`config.mk`:
```
export PLATFORM = sky130hd
export DESIGN_NAME = muldiv_unit
export DESIGN_NICKNAME = d
export VERILOG_FILES = /design/src/rtl/muldiv_unit.sv
export SDC_FILE = /design/constraint.sdc
export NUM_CORES = 1
export LEC_CHECK = 0
export ABC_AREA = 1
export BUFFER_PORTS_ARGS = -buffer_cell sky130_fd_sc_hd__buf_2
export CAP_MARGIN = 10
export CORE_ASPECT_RATIO = 0.9
export CORE_MARGIN = 3
export CORE_UTILIZATION = 57
export DETAILED_ROUTE_END_ITERATION = 7
export GPL_ROUTABILITY_DRIVEN = 0
export PLACE_DENSITY_LB_ADDON = 0.05
export SETUP_SLACK_MARGIN = 0.1
export SYNTH_ARGS = -nofsm -noshare
export SYNTH_HDL_FRONTEND = slang
export SYNTH_SLANG_ARGS = --single-unit
```
`constraint.sdc`:
```
create_clock -name clk -period 7.7 [get_ports clk]
set_input_delay 0 -clock clk [delete_from_list [all_inputs] [get_ports clk]]
set_output_delay 0 -clock clk [all_outputs]
set_load 0.01 [all_outputs]
```
`src/rtl/muldiv_unit.sv`:
```
// Iterative multiply/divide unit: 16-cycle shift-add multiply or restoring divide,
// with the 17-bit sign-extended result handed to the HI/LO pair on a one-cycle strobe.
module muldiv_unit #(
    parameter int DATA_W = 16,
    parameter int CNT_W  = 5
) (
    input  logic              clk,
    input  logic              rst,
    input  logic              start,
    input  logic [1:0]        op,
    input  logic [DATA_W-1:0] rs_val,
    input  logic [DATA_W-1:0] rt_val,
    output logic              busy,
    output logic              done,
    output logic              hilo_en,
    output logic              div_zero,
    output logic [DATA_W:0]   hi_data,
    output logic [DATA_W:0]   lo_data
);

    localparam logic [1:0] IDLE = 2'd0;
    localparam logic [1:0] RUN  = 2'd1;
    localparam logic [1:0] DONE = 2'd2;

    logic [1:0]          state;
    logic [CNT_W-1:0]    cnt;
    logic                iterate;

    logic                is_div;
    logic                is_signed;
    logic                res_neg;
    logic                rem_neg;
    logic                dz;
    logic [DATA_W-1:0]   opnd;
    logic [DATA_W-1:0]   rs_raw;
    logic [DATA_W-1:0]   rem;
    logic [2*DATA_W-1:0] acc;

    logic                rs_neg;
    logic                rt_neg;
    logic [DATA_W:0]     mul_sum;
    logic [2*DATA_W-1:0] mul_acc;
    logic [DATA_W:0]     div_shift;
    logic                div_ge;
    logic [DATA_W-1:0]   div_rem;
    logic [DATA_W-1:0]   div_quo;

    logic [2*DATA_W-1:0] prod;
    logic [DATA_W-1:0]   quo_s;
    logic [DATA_W-1:0]   rem_s;
    logic [DATA_W:0]     res_hi;
    logic [DATA_W:0]     res_lo;

    // 0x8000 stays 0x8000 as an unsigned magnitude, so no operand overflows.
    function automatic logic [DATA_W-1:0] mag(input logic [DATA_W-1:0] v, input logic neg);
        return neg ? -v : v;
    endfunction

    function automatic logic [DATA_W:0] sext(input logic [DATA_W-1:0] v, input logic sgn);
        return {sgn & v[DATA_W-1], v};
    endfunction

    assign rs_neg  = op[0] & rs_val[DATA_W-1];
    assign rt_neg  = op[0] & rt_val[DATA_W-1];
    assign iterate = (cnt != CNT_W'(DATA_W));

    assign mul_sum = {1'b0, acc[2*DATA_W-1:DATA_W]} + (acc[0] ? {1'b0, opnd} : '0);
    assign mul_acc = {mul_sum, acc[DATA_W-1:1]};

    // The true difference is below 2^DATA_W whenever it is kept, so a narrow subtract suffices.
    assign div_shift = {rem, acc[DATA_W-1]};
    assign div_ge    = (div_shift >= {1'b0, opnd});
    assign div_rem   = div_ge ? (div_shift[DATA_W-1:0] - opnd) : div_shift[DATA_W-1:0];
    assign div_quo   = {acc[DATA_W-2:0], div_ge};

    always_comb begin
        prod   = res_neg ? -acc : acc;
        quo_s  = res_neg ? -acc[DATA_W-1:0] : acc[DATA_W-1:0];
        rem_s  = rem_neg ? -rem : rem;
        res_hi = sext(prod[2*DATA_W-1:DATA_W], is_signed);
        res_lo = sext(prod[DATA_W-1:0], is_signed);
        if (is_div) begin
            if (dz) begin
                res_hi = {1'b0, rs_raw};
                res_lo = {1'b0, {DATA_W{1'b1}}};
            end else begin
                res_hi = sext(rem_s, is_signed);
                res_lo = sext(quo_s, is_signed);
            end
        end
    end

    // Operand/accumulator datapath: no reset, only meaningful while busy
    always_ff @(posedge clk) begin
        if (state == IDLE && start) begin
            is_div    <= op[1];
            is_signed <= op[0];
            res_neg   <= rs_neg ^ rt_neg;
            rem_neg   <= rs_neg;
            rs_raw    <= rs_val;
            dz        <= op[1] && (rt_val == '0);
            rem       <= '0;
            if (op[1]) begin
                opnd <= mag(rt_val, rt_neg);
                acc  <= {{DATA_W{1'b0}}, mag(rs_val, rs_neg)};
            end else begin
                opnd <= mag(rs_val, rs_neg);
                acc  <= {{DATA_W{1'b0}}, mag(rt_val, rt_neg)};
            end
        end else if (state == RUN && iterate) begin
            if (is_div) begin
                rem <= div_rem;
                acc <= {{DATA_W{1'b0}}, div_quo};
            end else begin
                acc <= mul_acc;
            end
        end
    end

    // Control and result registers; the extra RUN cycle after the last iteration loads HI/LO
    always_ff @(posedge clk or negedge rst) begin
        if (!rst) begin
            state   <= IDLE;
            cnt     <= '0;
            hi_data <= '0;
            lo_data <= '0;
        end else begin
            case (state)
                IDLE: begin
                    if (start) begin
                        state <= RUN;
                        cnt   <= '0;
                    end
                end
                RUN: begin
                    if (iterate) begin
                        cnt <= cnt + 1'b1;
                    end else begin
                        state   <= DONE;
                        hi_data <= res_hi;
                        lo_data <= res_lo;
                    end
                end
                DONE:    state <= IDLE;
                default: state <= IDLE;
            endcase
        end
    end

    assign busy     = (state == RUN) || (state == DONE);
    assign done     = (state == DONE);
    assign hilo_en  = (state == DONE);
    assign div_zero = (state == DONE) && dz;

endmodule
```
==> flow_summary.json, run 1 <==
{
  "drcViolationCount": 0,
  "status": "completed",
  "synthesis.area_um2": 9690,
  "ys_types": 60,
  "hold_viol_final": 0,
  "die_w_um": 143,
  "drv_slew": 0,
  "placed_area_um2": 10200,
  "critical_path_class": "flip-flop to flip-flop",
  "finalCriticalPeriod_ns": 3.62,
  "syn-mean-instance-area_um2": 7.18,
  "drive_gt1_share_pct": 11.7,
  "numPlacedInstances": 1600,
  "tightest_slew_ns": 1.09,
  "clk-insertion-delay-late_ns": 0.44,
  "synth_seq_cells": 126,
  "dieArea_um2": 18600,
  "final_cells": 1654,
  "grt_start_max_net_pins": 65,
  "grt_antenna_before_repair": 0,
  "die_h_um": 130,
  "h-tree-depth": 4,
  "finalNetCount": 1515,
  "p_leak_nw": 5.63,
  "first_iter_violations": 1089,
  "hold_path_class": "primary input to flip-flop",
  "num_antenna_cells": 0,
  "max_freq_mhz": 276,
  "fin_ws_ns": 4.08,
  "dp_hpwl_mm": 22.0,
  "cts.sinks": 126,
  "min_period_over_period_pct": 47.0,
  "final_area_um2": 11000,
  "wl_per_cell_um": 17.6,
  "cap_violations": 0,
  "yosysSeqAreaShare_pct": 35.3,
  "slew_headroom_pct": 27.1,
  "ant_nets": 0,
  "first_pass_iters": 6,
  "yosys_warnings": 0,
  "grt_remaining_overflow": 0,
  "dp_slack_ns": 4.20,
  "cts.clk_slew.worst_paths_ns": 0.06,
  "vias": 9351,
  "initial_core_util_pct": 59.1,
  "fin_skew_ns": 0.0165,
  "routed_via_density": 5.65,
  "netlist_instances": 1349,
  "worstPathRequired_ns": 7.86,
  "crit_path_end_kind": "flip-flop",
  "cts_inserted_buffers": 17,
  "finalSetupViolations": 0,
  "rows": 44,
  "clockBufferDepth": 2,
  "setup_tns_ns": 0,
  "peakVddDrop_mv": 0.205,
  "synth_nets": 1430,
  "wl_mm": 29.0,
  "port_buffers": 74,
  "core_area_um2": 16400,
  "critPathLaunchType": "flip-flop",
  "path_max_fanout": 64,
  "grt_pass1_vias": 8075,
  "post-cts-setup-buffers": 0,
  "power_density_nw_per_um2": 376,
  "cts_resized": 0,
  "post-route-util_pct": 66.8,
  "track_usage_pct": 31.2,
  "grt_pass1_wl_mm": 44.4,
  "rsz0062_at_grt": "no",
  "io_pins": 75,
  "cts_tree": "yes",
  "cts_root_buf": "clkbuf_16",
  "area_delta_synth_final_pct": 13.2,
  "arrival_ns": 3.77,
  "fillers": 1451
}
[path summary, 6_finish.rpt]
check | from | endpoint | slack, ns | depth (start not counted)
min reg2reg | hi_data[5]$_DFFE_PN0P_ | hi_data[5]$_DFFE_PN0P_ | 0.48 | 1
max in group asynchronous | rst | lo_data[14]$_DFFE_PN0P_ | 6.84 | 2
max | state[0]$_DFFE_PN0P_ | acc[2]$_DFFE_PP_ | 4.08 | 9
min | rt_val[2] | opnd[2]$_DFFE_PP_ | 0.03 | 4
max reg2reg | state[0]$_DFFE_PN0P_ | acc[2]$_DFFE_PP_ | 4.08 | 9
min in group asynchronous | rst | hi_data[14]$_DFFE_PN0P_ | 0.26 | 2
[synthesized netlist by cell type, drive strengths merged]
cell | n | area, um2
nor4 | 1 | 6.26
a31o | 1 | 8.76
o221ai | 1 | 8.76
nor3b | 1 | 7.51
clkbuf | 11 | 41.3
a31oi | 10 | 62.6
a211oi | 1 | 7.51
nor3 | 18 | 111
o31ai | 1 | 7.51
o211ai | 7 | 77.6
fa | 2 | 40.0
dfrtp | 41 | 1030
a221oi | 2 | 17.5
and3 | 1 | 6.26
inv | 211 | 792
nand3b | 8 | 72.6
dfxtp | 16 | 320
a22oi | 8 | 60.1
a21oi | 78 | 394
or2 | 15 | 93.8
nand4 | 18 | 125
xor2 | 36 | 315
o22ai | 9 | 56.3
o22a | 1 | 8.76
o32a | 1 | 10.0
edfxtp | 69 | 2070
a2bb2oi | 16 | 140
ha | 42 | 526
buf | 23 | 143
a21boi | 8 | 60.1
a21o | 2 | 15.0
o21ai | 50 | 269
o21a | 7 | 52.6
nand3 | 135 | 691
xnor2 | 9 | 78.8
o21bai | 8 | 60.1
clkinv | 2 | 7.51
nor2 | 120 | 502
nand2 | 359 | 1400
[logic make-up after synthesis]
| kind of cell | share of synthesized area, % |
|---|---|
| compound gates | 13.6 |
| xor+xnor | 4.07 |
| fa+ha+maj | 5.84 |
| buf+inv | 10.1 |
| flops | 35.3 |
| simple gates | 31.1 |
[metal layers]
metal / share of wire (%) / up-vias / GRT usage [%]
li1: - / 4617 / -
met1: 46 / 4288 / 47.1
met2: 43 / 400 / 45.6
met3: 9.3 / 46 / 5.90
met4: 2.3 / 0 / 9.47
met5: 0 / - / 0
[power by group]
| part | leakage (nW) | switching [mW] | total, mW | internal [mW] |
|---|---|---|---|---|
| Combinational | 3.99 | 1.28 | 1.99 | 0.717 |
| Clock | 0.273 | 0.328 | 0.796 | 0.468 |
| Sequential | 1.37 | 0.307 | 1.34 | 1.03 |
[area by class of cell]
class | instances | area (um2) | share of cell area (%)
multi-input combinational | 976 | 5290 | 48.2
sequential | 126 | 3420 | 31.2
inverter | 213 | 800 | 7.29
timing repair buffer | 100 | 621 | 5.66
clock buffer | 19 | 454 | 4.14
tap | 207 | 259 | 2.36
clock inverter | 13 | 128 | 1.16
[stage by stage]
| stage | total power [mW] | hold slack (ns) |
|---|---|---|
| 2_1_floorplan | 2.72 | -0.296 |
| 3_3_place_gp | 3.24 | 0.195 |
| 3_5_place_dp | 3.28 | 0.200 |
| 4_1_cts | 4.09 | 0.0168 |
| 5_1_grt | 4.43 | 0.0507 |
| 6_report | 4.13 | 0.0309 |
[sequential cells by signal (all words and copies together) (netlist names), 2 cells and up]
| register | count |
|---|---|
| acc | 32 |
| rs_raw | 16 |
| hi_data | 17 |
| state | 2 |
| cnt | 5 |
| lo_data | 17 |
| rem | 16 |
| opnd | 16 |
[worst max-delay path, stage by stage (launching register included)]
cell	delay, ns
dfrtp_1	0.36
inv_1	0.09
ha_1	0.22
nand2_1	0.40
inv_2	0.05
buf_4	0.37
nor2_1	0.89
inv_1	0.55
o22ai_1	0.33
a31oi_1	0.06
[placed cells by master, fill, tap and decap left out, drive strengths merged, types with 41 or more instances in the layout]
cell | Yosys | routed
nand3 | 135 | 135
nand2 | 359 | 359
ha | 42 | 42
nor2 | 120 | 120
buf | 23 | 78
edfxtp | 69 | 69
inv | 211 | 217
dfrtp | 41 | 41
o21ai | 50 | 50
a21oi | 78 | 78
[what timing repair did]
item	CTS	global route
hold buffers	22	0
endpoints found under the setup margin	0	0
endpoints found under the hold margin	62	0
Note: power is estimated with default switching activity, not from simulation.
==> run 2: changes to the inputs <==
==> constraint.sdc (replaced) <==
create_clock -name clk -period 3.4 [get_ports clk]
set_input_delay 0 -clock clk [delete_from_list [all_inputs] [get_ports clk]]
set_output_delay 0 -clock clk [all_outputs]
set_load 0.01 [all_outputs]
==> flow_summary.json, run 2 (synthesis results as in run 1) <==
{
  "status": "completed",
  "setup_tns_ns": 0,
  "drv_slew": 0,
  "routed_via_density": 5.71,
  "hold_path_end": "opnd[11]$_DFFE_PP_",
  "grt_pass1_vias": 8694,
  "io_pins": 75,
  "slew_headroom_pct": 36.1,
  "p_leak_nw": 5.69,
  "slowest_delay_ns": 0.48,
  "dieArea_um2": 18600,
  "worst_r2r_path_depth": 9,
  "clk-insertion-delay-late_ns": 0.43,
  "hold_path_class": "primary input to flip-flop",
  "min_period_over_period_pct": 73.0,
  "largest_reg_flops": 32,
  "worstPathRequired_ns": 3.58,
  "first_pass_iters": 6,
  "crit_path_end_kind": "flip-flop",
  "core_area_um2": 16400,
  "crit_family": "buffers and inverters",
  "first_iter_violations": 1137,
  "die_w_um": 143,
  "path_max_fanout": 29,
  "crit_path_start": "state[0]$_DFFE_PN0P_",
  "grt_antenna_before_repair": 0,
  "wl_mm": 29.7,
  "vias": 9478,
  "finalCriticalPeriod_ns": 2.48,
  "max_freq_mhz": 403,
  "grt_start_max_net_pins": 42,
  "regMostFlops": "acc",
  "wl_per_cell_um": 17.9,
  "hold_viol_final": 0,
  "initial_core_util_pct": 59.1,
  "critPathMostFrequentCell": "inv_1",
  "fin_skew_ns": 0.0119,
  "track_usage_pct": 32.2,
  "h-tree-depth": 4,
  "fin_ws_ns": 0.918,
  "drcViolationCount": 0,
  "timing.rr.end": "acc[16]$_SDFFCE_PP0P_",
  "finalSetupViolations": 0,
  "cts_inserted_buffers": 17,
  "post-cts-setup-buffers": 0,
  "ant_nets": 0,
  "path_cells": "inv_1, ha_1, nand2_1, inv_2, nor2_1, buf_4, inv_1, or2_2, inv_1",
  "final_common_cell": "nand2_1",
  "rrSetupSlack_ns": 0.92,
  "cts.clk_slew.worst_paths_ns": 0.06,
  "min_from": "rt_val[11]",
  "rsz0062_at_grt": "no",
  "grt_pass1_wl_mm": 46.1,
  "critPathLaunchType": "flip-flop",
  "tightest_slew_ns": 0.958,
  "cts_tree": "yes",
  "cp_slowest_cell": "inv_2",
  "arrival_ns": 2.66,
  "grt_remaining_overflow": 0,
  "cts.sinks": 126,
  "area_delta_synth_final_pct": 14.0,
  "final_cell_mix": "nand2_1, inv_1, nand3_1",
  "dp_hpwl_mm": 22.5,
  "die_h_um": 130,
  "finalNetCount": 1521,
  "critical_path_class": "flip-flop to flip-flop",
  "top_regs": "acc (32), hi_data (17), lo_data (17)",
  "cts_hold_buf": 22,
  "drive_gt1_share_pct": 12.1,
  "cts_root_buf": "clkbuf_16",
  "dp_slack_ns": 0.921,
  "peakVddDrop_mv": 0.449,
  "cts_resized": 0,
  "r2r-start": "state[0]$_DFFE_PN0P_",
  "port_buffers": 74,
  "rows": 44,
  "power_density_nw_per_um2": 859,
  "crit_buf_inv": 5,
  "whs_path_depth": 3,
  "cap_violations": 0,
  "clockBufferDepth": 2
}
[run 2: worst max path at each step]
stage / endpoint / slack [ns] / depth (start not counted)
finish: acc[16]$_SDFFCE_PP0P_ / 0.92 / 9
global route: acc[27]$_SDFFCE_PP0P_ / 0.66 / 12
CTS: acc[27]$_SDFFCE_PP0P_ / 0.91 / 12
detailed placement: acc[27]$_SDFFCE_PP0P_ / 0.92 / 12
global placement: acc[27]$_SDFFCE_PP0P_ / 0.98 / 12
floorplan: acc[29]$_SDFFCE_PP0P_ / 0.94 / 14
[run 2: metrics by stage]
stage,instances,cell area (um2),utilization (%),total power [mW],hold slack [ns]
floorplan,1349,9690,-,6.15,-0.296
global placement,1606,10200,62.2,7.40,0.199
detailed placement,1606,10200,62.2,7.47,0.205
CTS,1660,11000,67.3,9.39,0.0247
global route,1660,11000,67.3,10.2,0.0580
finish,1661,11000,67.3,9.49,0.0369
[run 2: cell type report]
class | count | area (um2)
inverter | 213 | 800
clock inverter | 13 | 136
tap | 207 | 259
fill | 1440 | 5360
clock buffer | 19 | 475
multi-input combinational | 976 | 5290
antenna | 1 | 2.50
timing repair buffer | 106 | 666
sequential | 126 | 3420
[run 2: worst reg2reg max path: cells and delay by family (launching register included)]
kind                     cells  cell delay [ns]
buffers and inverters        5             1.30
adder cells (fa/ha/maj)      1             0.17
AND/OR/NAND/NOR              3             0.39
flip-flops                   1             0.38
[run 2: power by group]
part / switching [mW] / internal (mW)
combinational: 2.97 / 1.64
clock: 0.761 / 1.12
sequential: 0.668 / 2.33
total: 4.39 / 5.09
[run 2: metal layers]
layer	up-vias	part of all wire [%]	GRT usage [%]
met5	-	0	0
met4	0	2.9	10.6
met3	66	12	10.5
met2	489	43	47.4
met1	4308	42	45.0
li1	4615	-	-
==> run 3: changes to the inputs <==
--- a/config.mk
+++ b/config.mk
@@ -10,7 +10,7 @@
 export CAP_MARGIN = 10
 export CORE_ASPECT_RATIO = 0.9
 export CORE_MARGIN = 3
-export CORE_UTILIZATION = 57
+export CORE_UTILIZATION = 56
 export DETAILED_ROUTE_END_ITERATION = 7
 export GPL_ROUTABILITY_DRIVEN = 0
 export PLACE_DENSITY_LB_ADDON = 0.05
==> constraint.sdc (replaced) <==
create_clock -name clk -period 2.25 [get_ports clk]
set_input_delay 0 -clock clk [delete_from_list [all_inputs] [get_ports clk]]
set_output_delay 0 -clock clk [all_outputs]
set_load 0.01 [all_outputs]
==> flow_summary.json, run 3 (synthesis results as in run 1) <==
{
  "r2r-start": "acc[0]$_DFFE_PP_",
  "drcViolationCount": 0,
  "worstPathRequired_ns": 2.43,
  "area_delta_synth_final_pct": 22.0,
  "dp_slack_ns": 0.0215,
  "rows": 44,
  "num_antenna_cells": 0,
  "cts_tree": "yes",
  "crit_path_end_kind": "flip-flop",
  "grt_pass1_vias": 8565,
  "track_usage_pct": 32.1,
  "core_area_um2": 16500,
  "timing.rr.end": "acc[30]$_SDFFCE_PP0P_",
  "hold_path_class": "primary input to flip-flop",
  "final_cell_mix": "nand2_1, inv_1, nand3_1",
  "dp_hpwl_mm": 23.1,
  "cts.clk_slew.worst_paths_ns": 0.06,
  "critical_path_class": "flip-flop to flip-flop",
  "finalNetCount": 1568,
  "top_regs": "acc (32), hi_data (17), lo_data (17)",
  "finalSetupViolations": 0,
  "cts.sinks": 126,
  "worst_r2r_path_depth": 10,
  "cts_inserted_buffers": 17,
  "grt_remaining_overflow": 0,
  "first_iter_violations": 1042,
  "slew_headroom_pct": 34.9,
  "critPathLaunchType": "flip-flop",
  "h-tree-depth": 4,
  "final_area_um2": 11800,
  "wl_per_cell_um": 17.9,
  "dieArea_um2": 18900,
  "fin_ws_ns": 0.0457,
  "status": "completed",
  "die_h_um": 131,
  "drv_slew": 0,
  "path_max_fanout": 8,
  "crit_end": "acc[30]$_SDFFCE_PP0P_",
  "grt_antenna_before_repair": 0,
  "rsz0062_at_grt": "yes",
  "routed_via_density": 5.71,
  "arrival_ns": 2.39,
  "wl_mm": 30.6,
  "cap_violations": 0,
  "tightest_slew_ns": 0.977,
  "whs_path_depth": 3,
  "fin_skew_ns": 0.00916,
  "max_freq_mhz": 454,
  "clk-insertion-delay-late_ns": 0.43,
  "ant_nets": 0,
  "die_w_um": 145,
  "min_period_over_period_pct": 98.0,
  "placed_area_um2": 10500,
  "crit_path_start": "acc[0]$_DFFE_PP_",
  "initial_core_util_pct": 58.7,
  "clockBufferDepth": 2,
  "regMostFlops": "acc",
  "rrSetupSlack_ns": 0.05,
  "cts_root_buf": "clkbuf_16",
  "vias": 9749,
  "hold_viol_final": 0,
  "first_pass_iters": 5,
  "power_density_nw_per_um2": 1310,
  "total_power_mw": 15.5,
  "largest_reg_flops": 32,
  "grt_start_max_net_pins": 42,
  "drive_gt1_share_pct": 19.7,
  "port_buffers": 74,
  "io_pins": 75,
  "grt_pass1_wl_mm": 46.0,
  "finalCriticalPeriod_ns": 2.20,
  "final_common_cell": "nand2_1",
  "post-route-util_pct": 71.6,
  "peakVddDrop_mv": 0.786,
  "p_leak_nw": 5.94
}
==> run 3: cell types whose count changed in the layout (fill, tap and decap cells not counted), sizes merged <==
cell	before	now
buf	84	132
inv	220	215
clkinv	4	6
clkinvlp	1	3
clkbuf	19	20
diode	1	0
dlygate4sd3	22	21
==> run 3: power breakdown <==
| part | leakage, nW | switching (mW) | internal, mW | total (mW) |
|---|---|---|---|---|
| clock network | 0.279 | 1.08 | 1.62 | 2.70 |
| logic | 4.29 | 5.07 | 3.29 | 8.36 |
| registers | 1.37 | 0.924 | 3.52 | 4.44 |
| total | 5.94 | 7.08 | 8.42 | 15.5 |
==> run 3: critical path: stages, from the launching register on <==
cell      delay [ns]
edfxtp_1        0.50
buf_4           0.21
nand2_1         0.07
inv_1           0.04
ha_2            0.38
nand2_1         0.15
nor3_4          0.19
a21oi_2         0.09
buf_4           0.14
a21oi_2         0.12
nor2_1          0.06
==> run 3: worst min path at each step <==
stage	slack (ns)	startpoint	end
2_1_floorplan	-0.30	rst	cnt[0]$_DFFE_PN0P_
3_3_place_gp	0.20	rst	hi_data[14]$_DFFE_PN0P_
3_5_place_dp	0.20	rst	hi_data[14]$_DFFE_PN0P_
4_1_cts	0.007	rt_val[0]	opnd[0]$_DFFE_PP_
5_1_grt	0.003	rt_val[0]	opnd[0]$_DFFE_PP_
6_report	0.01	rt_val[0]	opnd[0]$_DFFE_PP_
==> run 3: cell type report <==
class,instances,area (um2)
Multi-Input combinational cell,976,5730
Sequential cell,126,3420
Tap cell,207,259
Timing Repair Buffer,153,1040
Clock inverter,12,108
Inverter,213,800
Clock buffer,20,468
Fill cell,1324,4690
==> run 3: through the flow <==
step,hold slack [ns],setup TNS [ns],cells
2_1_floorplan,-0.296,0,1349
3_5_place_dp,0.202,0,1642
3_3_place_gp,0.197,0,1642
6_report,0.0119,0,1707
5_1_grt,0.00295,-0.233,1707
4_1_cts,0.00743,0,1698
==> run 3: layer usage <==
metal  up-vias  GRT usage (%)  share of wire, %
li1       4723              -                 -
met5         -              0                 0
met3        50           9.83                12
met2       501           47.7                43
met1      4475           46.1                43
met4         0           7.73               2.0
==> run 3: repair_timing <==
item,in CTS,in global routing
endpoints found under the setup margin,5,36
buffers inserted,3,9
hold buffers,21,0
pin swaps,3,14
hold endpoints to repair,62,0
resized for setup,9,75
gates cloned,0,0
